--- src/rtl/multi_cycle_control_unit_if.sv ---
// Control bundle between the multi-cycle control FSM and the shared datapath.
// master: the control unit (consumes IR/status, drives enables and selects).
// slave : the datapath side (drives IR/status, consumes enables and selects).
interface multi_cycle_control_unit_if #(
    parameter int unsigned ALU_CTRL_W = 4,
    parameter int unsigned RFWD_SEL_W = 3
);
    // datapath -> control
    logic [31:0]            instrCode;
    logic                   btaken;
    logic                   busReady;

    // control -> datapath
    logic                   pcEn;
    logic                   irWe;
    logic                   regFileWe;
    logic [ALU_CTRL_W-1:0]  aluControl;
    logic                   aluSrcMuxSel;
    logic                   dataWe;
    logic                   dataReq;
    logic [RFWD_SEL_W-1:0]  RFWDSrcMuxSel;
    logic [1:0]             pcSrcMuxSel;
    logic                   illegal;

    modport master (
        input  instrCode, btaken, busReady,
        output pcEn, irWe, regFileWe, aluControl, aluSrcMuxSel,
               dataWe, dataReq, RFWDSrcMuxSel, pcSrcMuxSel, illegal
    );

    modport slave (
        output instrCode, btaken, busReady,
        input  pcEn, irWe, regFileWe, aluControl, aluSrcMuxSel,
               dataWe, dataReq, RFWDSrcMuxSel, pcSrcMuxSel, illegal
    );
endinterface

--- src/rtl/multi_cycle_control_unit.sv ---
// Multi-cycle RV32I control FSM. Walks each instruction through
// FETCH/DECODE/EXECUTE[/MEM[/WB]], decodes datapath controls from the state
// and the held IR, stalls in MEM on busReady and parks in TRAP on an
// unsupported opcode until reset.
module multi_cycle_control_unit #(
    parameter int unsigned ALU_CTRL_W    = 4,
    parameter int unsigned RFWD_SEL_W    = 3,
    parameter bit          SUPPORT_UPPER = 1'b1
) (
    input  logic                       clk,
    input  logic                       reset,
    multi_cycle_control_unit_if.master bus
);

    localparam int unsigned OPC_W = 7;

    localparam logic [OPC_W-1:0] OPC_R     = 7'b0110011;
    localparam logic [OPC_W-1:0] OPC_I     = 7'b0010011;
    localparam logic [OPC_W-1:0] OPC_B     = 7'b1100011;
    localparam logic [OPC_W-1:0] OPC_S     = 7'b0100011;
    localparam logic [OPC_W-1:0] OPC_L     = 7'b0000011;
    localparam logic [OPC_W-1:0] OPC_LUI   = 7'b0110111;
    localparam logic [OPC_W-1:0] OPC_AUIPC = 7'b0010111;
    localparam logic [OPC_W-1:0] OPC_JAL   = 7'b1101111;
    localparam logic [OPC_W-1:0] OPC_JALR  = 7'b1100111;

    localparam logic [RFWD_SEL_W-1:0] RFWD_ALU   = RFWD_SEL_W'(0);
    localparam logic [RFWD_SEL_W-1:0] RFWD_MEM   = RFWD_SEL_W'(1);
    localparam logic [RFWD_SEL_W-1:0] RFWD_IMM   = RFWD_SEL_W'(2);
    localparam logic [RFWD_SEL_W-1:0] RFWD_PCIMM = RFWD_SEL_W'(3);
    localparam logic [RFWD_SEL_W-1:0] RFWD_PC4   = RFWD_SEL_W'(4);

    localparam logic [1:0] PCSRC_PC4   = 2'd0;
    localparam logic [1:0] PCSRC_PCIMM = 2'd1;
    localparam logic [1:0] PCSRC_RS1   = 2'd2;

    localparam logic [2:0] F3_SR = 3'b101;

    typedef enum logic [2:0] {
        FETCH,
        DECODE,
        EXECUTE,
        MEM,
        WB,
        TRAP
    } state_t;

    typedef enum logic [3:0] {
        OP_R,
        OP_I,
        OP_B,
        OP_S,
        OP_L,
        OP_LUI,
        OP_AUIPC,
        OP_JAL,
        OP_JALR,
        OP_ILL
    } op_class_t;

    // Map an opcode to its instruction class; upper/jump opcodes are only
    // legal when the datapath supports them.
    function automatic op_class_t decode_op(input logic [OPC_W-1:0] opc);
        op_class_t cls;
        cls = OP_ILL;
        case (opc)
            OPC_R:     cls = OP_R;
            OPC_I:     cls = OP_I;
            OPC_B:     cls = OP_B;
            OPC_S:     cls = OP_S;
            OPC_L:     cls = OP_L;
            OPC_LUI:   cls = SUPPORT_UPPER ? OP_LUI   : OP_ILL;
            OPC_AUIPC: cls = SUPPORT_UPPER ? OP_AUIPC : OP_ILL;
            OPC_JAL:   cls = SUPPORT_UPPER ? OP_JAL   : OP_ILL;
            OPC_JALR:  cls = SUPPORT_UPPER ? OP_JALR  : OP_ILL;
            default:   cls = OP_ILL;
        endcase
        return cls;
    endfunction

    state_t            state;
    op_class_t         op;
    logic [OPC_W-1:0]  opcode;
    logic [2:0]        funct3;
    logic              funct7_5;
    logic              is_mem_op;

    // IR fields consumed by the controller
    assign opcode    = bus.instrCode[6:0];
    assign funct3    = bus.instrCode[14:12];
    assign funct7_5  = bus.instrCode[30];
    assign op        = decode_op(opcode);
    assign is_mem_op = (op == OP_S) || (op == OP_L);

    // State sequencing; reset overrides every transition including MEM stall and TRAP
    always_ff @(posedge clk) begin
        if (reset) begin
            state <= FETCH;
        end else begin
            case (state)
                FETCH:   state <= DECODE;
                DECODE:  state <= (op == OP_ILL) ? TRAP : EXECUTE;
                EXECUTE: state <= is_mem_op ? MEM : FETCH;
                MEM: begin
                    if (bus.busReady) begin
                        state <= (op == OP_L) ? WB : FETCH;
                    end
                end
                WB:      state <= FETCH;
                TRAP:    state <= TRAP;
                default: state <= FETCH;
            endcase
        end
    end

    // Datapath controls decoded from the current state and the held IR
    always_comb begin
        bus.pcEn          = 1'b0;
        bus.irWe          = 1'b0;
        bus.regFileWe     = 1'b0;
        bus.aluControl    = '0;
        bus.aluSrcMuxSel  = 1'b0;
        bus.dataWe        = 1'b0;
        bus.dataReq       = 1'b0;
        bus.RFWDSrcMuxSel = RFWD_ALU;
        bus.pcSrcMuxSel   = PCSRC_PC4;
        bus.illegal       = 1'b0;

        case (state)
            FETCH: begin
                bus.irWe = 1'b1;
            end
            DECODE: begin
            end
            EXECUTE: begin
                case (op)
                    OP_R: begin
                        bus.aluControl = ALU_CTRL_W'({funct7_5, funct3});
                        bus.regFileWe  = 1'b1;
                        bus.pcEn       = 1'b1;
                    end
                    OP_I: begin
                        // funct7[5] only selects SRAI vs SRLI; elsewhere it is immediate data
                        bus.aluSrcMuxSel = 1'b1;
                        bus.aluControl   = (funct3 == F3_SR) ? ALU_CTRL_W'({funct7_5, funct3})
                                                             : ALU_CTRL_W'({1'b0, funct3});
                        bus.regFileWe    = 1'b1;
                        bus.pcEn         = 1'b1;
                    end
                    OP_B: begin
                        bus.aluControl  = ALU_CTRL_W'({1'b0, funct3});
                        bus.pcEn        = 1'b1;
                        bus.pcSrcMuxSel = bus.btaken ? PCSRC_PCIMM : PCSRC_PC4;
                    end
                    OP_LUI: begin
                        bus.RFWDSrcMuxSel = RFWD_IMM;
                        bus.regFileWe     = 1'b1;
                        bus.pcEn          = 1'b1;
                    end
                    OP_AUIPC: begin
                        bus.RFWDSrcMuxSel = RFWD_PCIMM;
                        bus.regFileWe     = 1'b1;
                        bus.pcEn          = 1'b1;
                    end
                    OP_JAL: begin
                        bus.RFWDSrcMuxSel = RFWD_PC4;
                        bus.pcSrcMuxSel   = PCSRC_PCIMM;
                        bus.regFileWe     = 1'b1;
                        bus.pcEn          = 1'b1;
                    end
                    OP_JALR: begin
                        bus.RFWDSrcMuxSel = RFWD_PC4;
                        bus.pcSrcMuxSel   = PCSRC_RS1;
                        bus.regFileWe     = 1'b1;
                        bus.pcEn          = 1'b1;
                    end
                    OP_S, OP_L: begin
                        // effective address = rs1 + imm
                        bus.aluSrcMuxSel = 1'b1;
                    end
                    default: begin
                    end
                endcase
            end
            MEM: begin
                // held steady while the bus stalls; a store retires on the ready cycle
                bus.aluSrcMuxSel = 1'b1;
                bus.dataReq      = 1'b1;
                bus.dataWe       = (op == OP_S);
                bus.pcEn         = (op == OP_S) && bus.busReady;
            end
            WB: begin
                bus.RFWDSrcMuxSel = RFWD_MEM;
                bus.regFileWe     = 1'b1;
                bus.pcEn          = 1'b1;
            end
            TRAP: begin
                bus.illegal = 1'b1;
            end
            default: begin
            end
        endcase
    end

endmodule

--- src/flat_wrapper.sv ---
// flat-port wrapper written by rule: the top's interface ports become plain ports
module multi_cycle_control_unit_flat 
#(
    parameter int unsigned ALU_CTRL_W    = 4,
    parameter int unsigned RFWD_SEL_W    = 3,
    parameter bit          SUPPORT_UPPER = 1'b1
)
  (clk, reset, bus_instrCode, bus_btaken, bus_busReady, bus_pcEn, bus_irWe, bus_regFileWe, bus_aluControl, bus_aluSrcMuxSel, bus_dataWe, bus_dataReq, bus_RFWDSrcMuxSel, bus_pcSrcMuxSel, bus_illegal);
  multi_cycle_control_unit_if #(.ALU_CTRL_W(ALU_CTRL_W), .RFWD_SEL_W(RFWD_SEL_W)) bus_i ();
  input  logic clk;
  input  logic reset;
  input wire logic [$bits(bus_i.instrCode)-1:0] bus_instrCode;
  input wire logic [$bits(bus_i.btaken)-1:0] bus_btaken;
  input wire logic [$bits(bus_i.busReady)-1:0] bus_busReady;
  output wire logic [$bits(bus_i.pcEn)-1:0] bus_pcEn;
  output wire logic [$bits(bus_i.irWe)-1:0] bus_irWe;
  output wire logic [$bits(bus_i.regFileWe)-1:0] bus_regFileWe;
  output wire logic [$bits(bus_i.aluControl)-1:0] bus_aluControl;
  output wire logic [$bits(bus_i.aluSrcMuxSel)-1:0] bus_aluSrcMuxSel;
  output wire logic [$bits(bus_i.dataWe)-1:0] bus_dataWe;
  output wire logic [$bits(bus_i.dataReq)-1:0] bus_dataReq;
  output wire logic [$bits(bus_i.RFWDSrcMuxSel)-1:0] bus_RFWDSrcMuxSel;
  output wire logic [$bits(bus_i.pcSrcMuxSel)-1:0] bus_pcSrcMuxSel;
  output wire logic [$bits(bus_i.illegal)-1:0] bus_illegal;
  assign bus_i.instrCode = bus_instrCode;
  assign bus_i.btaken = bus_btaken;
  assign bus_i.busReady = bus_busReady;
  assign bus_pcEn = bus_i.pcEn;
  assign bus_irWe = bus_i.irWe;
  assign bus_regFileWe = bus_i.regFileWe;
  assign bus_aluControl = bus_i.aluControl;
  assign bus_aluSrcMuxSel = bus_i.aluSrcMuxSel;
  assign bus_dataWe = bus_i.dataWe;
  assign bus_dataReq = bus_i.dataReq;
  assign bus_RFWDSrcMuxSel = bus_i.RFWDSrcMuxSel;
  assign bus_pcSrcMuxSel = bus_i.pcSrcMuxSel;
  assign bus_illegal = bus_i.illegal;
  multi_cycle_control_unit #(.ALU_CTRL_W(ALU_CTRL_W), .RFWD_SEL_W(RFWD_SEL_W), .SUPPORT_UPPER(SUPPORT_UPPER)) u_core (.clk(clk), .reset(reset), .bus(bus_i));
endmodule
--- config.mk ---
export PLATFORM = sky130hd
export DESIGN_NAME = multi_cycle_control_unit_flat
export DESIGN_NICKNAME = d
export VERILOG_FILES = /design/src/rtl/multi_cycle_control_unit_if.sv /design/src/rtl/multi_cycle_control_unit.sv /design/src/flat_wrapper.sv
export SDC_FILE = /design/constraint.sdc
export NUM_CORES = 1
export LEC_CHECK = 0
export BUFFER_PORTS_ARGS = -buffer_cell sky130_fd_sc_hd__buf_4
export CORE_MARGIN = 4
export CORE_UTILIZATION = 36
export DETAILED_ROUTE_END_ITERATION = 12
export GPL_TIMING_DRIVEN = 0
export PLACE_DENSITY = 0.74
export SYNTH_ARGS = -nofsm -noshare
export SYNTH_HDL_FRONTEND = slang
export SYNTH_SLANG_ARGS = --single-unit
--- constraint.sdc ---
create_clock -name clk -period 3 [get_ports clk]
set_input_delay 0.9 -clock clk [delete_from_list [all_inputs] [get_ports clk]]
set_output_delay 0.9 -clock clk [all_outputs]
set_load 0.01 [all_outputs]
==> flow_metrics.py <==
metrics = {
    "final_layout": {
        "largest_reg_flops": 3,
        "final_core_util": 0.630,
        "area_growth_syn_to_layout_pct": 64.4,
        "nets": 156,
        "regMostFlops": "u_core.state",
        "num_antenna_cells": 0,
        "final_common_cell": "buf_4",
        "reg_top3": "u_core.state (3)",
        "finalInstanceArea_um2": 948,
        "layout_common_cells": "buf_4, and2_1, nor2_1",
        "drive_gt1_frac": 0.445,
        "fin_cells": 135,
    },
    "floorplan": {
        "start_util": 0.383,
        "fp.dieH_um": 48.0,
        "row_count": 14,
        "io_pins": 52,
        "die_area_um2": 2310,
        "die_w_um": 48.0,
        "core-area_um2": 1510,
    },
    "sta": {
        "max_slew_margin": 0.721,
        "min_period_ns": 3.00,
        "grt_setup_unrepaired": "yes",
        "finalCritPeriodShare": 1.00,
        "tightest_slew_ns": 0.415,
        "skew_ns": 0.000952,
        "maxSlewViolCount": 0,
        "fmax_mhz": 333,
        "finalSetupViolCount": 1,
        "hold_viol_final": 0,
        "setup_tns_ns": -0.00225,
        "setup_ws_ns": -0.00225,
        "holdWs_ns": 0.547,
    },
    "setup_path": {
        "cp_max_fo": 5,
        "crit_type": "in2out",
        "crit_path_end_kind": "output port",
        "crit_start": "bus_instrCode[6]",
        "crit_arrival_ns": 2.10,
        "start_kind": "primary input",
        "r2r_start": "u_core.state[2]",
        "crit_required_ns": 2.10,
        "reg2reg_depth": 4,
    },
    "global_route": {
        "grtUsageTotal": 0.158,
        "use_met2": 0.266,
        "grt_pass1_vias": 647,
        "grt_max_degree": 13,
        "antenna_found_initial": 0,
        "grt-ovfl-total": 0,
        "grt-busiest-layer": "met2",
        "grt_pass1_wl_mm": 2.70,
        "use_met3": 0.00376,
        "met1_usage": 0.206,
    },
    "power": {
        "ir_worst_vdd_uv": 183,
        "p_leak_nw": 0.395,
        "p_total_mw": 0.206,
        "power.density_nw_per_um2": 217,
    },
    "routing": {
        "viasPerCell": 5.68,
        "num_vias": 767,
        "drtAntennaViolNets": 0,
        "drt_iter0_markers": 14,
        "drtPass1Iterations": 4,
        "drc": 0,
        "totalWireLength_mm": 1.76,
        "wl_per_cell_um": 13.0,
    },
    "cts": {
        "numCtsBuffers": 3,
        "clockBufferDepth": 2,
        "cts_tree": "yes",
        "worst_skew_pair.late_latency_ns": 0.23,
        "ctsHoldBuffers": 0,
        "path_clk_slew_ns": 0.03,
        "clock-sinks": 3,
        "htree_levels": 1,
        "cts-root-buf": "clkbuf_4",
    },
    "yosys": {
        "synth_cell_types": 41,
        "yosysSeqAreaShare": 0.104,
        "synthArstFlopShare": 0,
        "synth.ff_latch_count": 3,
        "netlist_area_um2": 577,
        "syn-num-nets": 117,
        "yosysWarningCount": 0,
        "synth_ff_type": "dfxtp_1",
        "syn_inst": 81,
        "synth_edf_count": 0,
        "syn_area_per_cell_um2": 7.12,
    },
    "run_status": {
        "status": "finished with violations",
        "violations": "setup timing",
    },
    "min_path": {
        "holdCritStartpoint": "u_core.state[2]",
        "hp-class": "reg2reg",
        "hold_path_depth": 1,
    },
    "placed_design": {
        "post_dp_cell_area_um2": 820,
        "gp_congestion": 0.816,
        "hpwl_mm": 1.36,
        "dp_slack_ns": -0.233,
        "port_buffers": 29,
        "dp.cells": 126,
    },
    "run": {
        "maxCapViolCount": 0,
    },
}
## critical path, stage by stage
cell	delay, ns
buf_8	0.10
buf_6	0.11
or4b_4	0.54
nor3_4	0.18
nand2_1	0.07
o21ai_1	0.07
buf_4	0.13
## per-layer routing
layer  vias to the layer above  wire length [µm]
li1                        390                 -
met1                       352               775
met2                        25               836
met3                         0               143
met4                         0                 0
met5                         -                 0
## what timing repair did
action                     in CTS  in global routing
setup endpoints to repair       7                  8
gates resized for setup         8                  7
setup buffers                   3                  2
pin swaps                       4                  5
cloned                          0                  1
## power by group
group	internal [mW]	total, mW	leakage, nW	switching, mW
clock network	0.0497	0.0681	0.0150	0.0185
logic	0.0460	0.0929	0.355	0.0469
registers	0.0428	0.0451	0.0248	0.00231
total	0.138	0.206	0.395	0.0677
## cell families (layout without fill, tap and decap cells)
| kind of cell | Yosys count | in the layout | synth area share |
|---|---|---|---|
| flip-flops | 3 | 3 | 0.104 |
| XOR/XNOR | 1 | 1 | 0.0152 |
| buffers and inverters | 9 | 47 | 0.0846 |
| AO/OA/AOI/OAI | 27 | 27 | 0.343 |
| AND/OR/NAND/NOR | 41 | 41 | 0.453 |
## final cells by class
| class | instances | area [µm²] |
|---|---|---|
| plain buffers | 7 | 50.0 |
| clock buffers | 4 | 26.3 |
| fillers | 127 | 558 |
| inverters | 1 | 3.75 |
| multi-input cells | 69 | 509 |
| flip-flops and latches | 3 | 60.1 |
| well taps | 16 | 20.0 |
| repair buffers | 35 | 279 |
## path summary, 6_finish.rpt
check / endpoint / slack [ns]
worst min-delay path: u_core.state[1] / 0.55
worst max register to register: u_core.state[2] / 1.58
worst min register to register: u_core.state[1] / 0.55
worst max-delay path: bus_pcEn / -0.002
## cells in the mapped netlist, types with 2 or more instances
| cell | instances | area, µm² |
|---|---|---|
| and2_1 | 6 | 37.5 |
| nor2_1 | 6 | 22.5 |
| nor3_1 | 5 | 25.0 |
| a21oi_1 | 4 | 20.0 |
| a31oi_1 | 4 | 25.0 |
| a211oi_1 | 3 | 22.5 |
| buf_2 | 3 | 15.0 |
| clkbuf_1 | 3 | 11.3 |
| dfxtp_1 | 3 | 60.1 |
| nand2_1 | 3 | 11.3 |
| nand2b_1 | 3 | 18.8 |
| nand3b_1 | 3 | 22.5 |
| o21ai_0 | 3 | 15.0 |
| nor2b_1 | 2 | 12.5 |
| nor3b_1 | 2 | 15.0 |
| nor4_1 | 2 | 12.5 |
| o41ai_1 | 2 | 17.5 |
(Power assumes the default switching activity.)
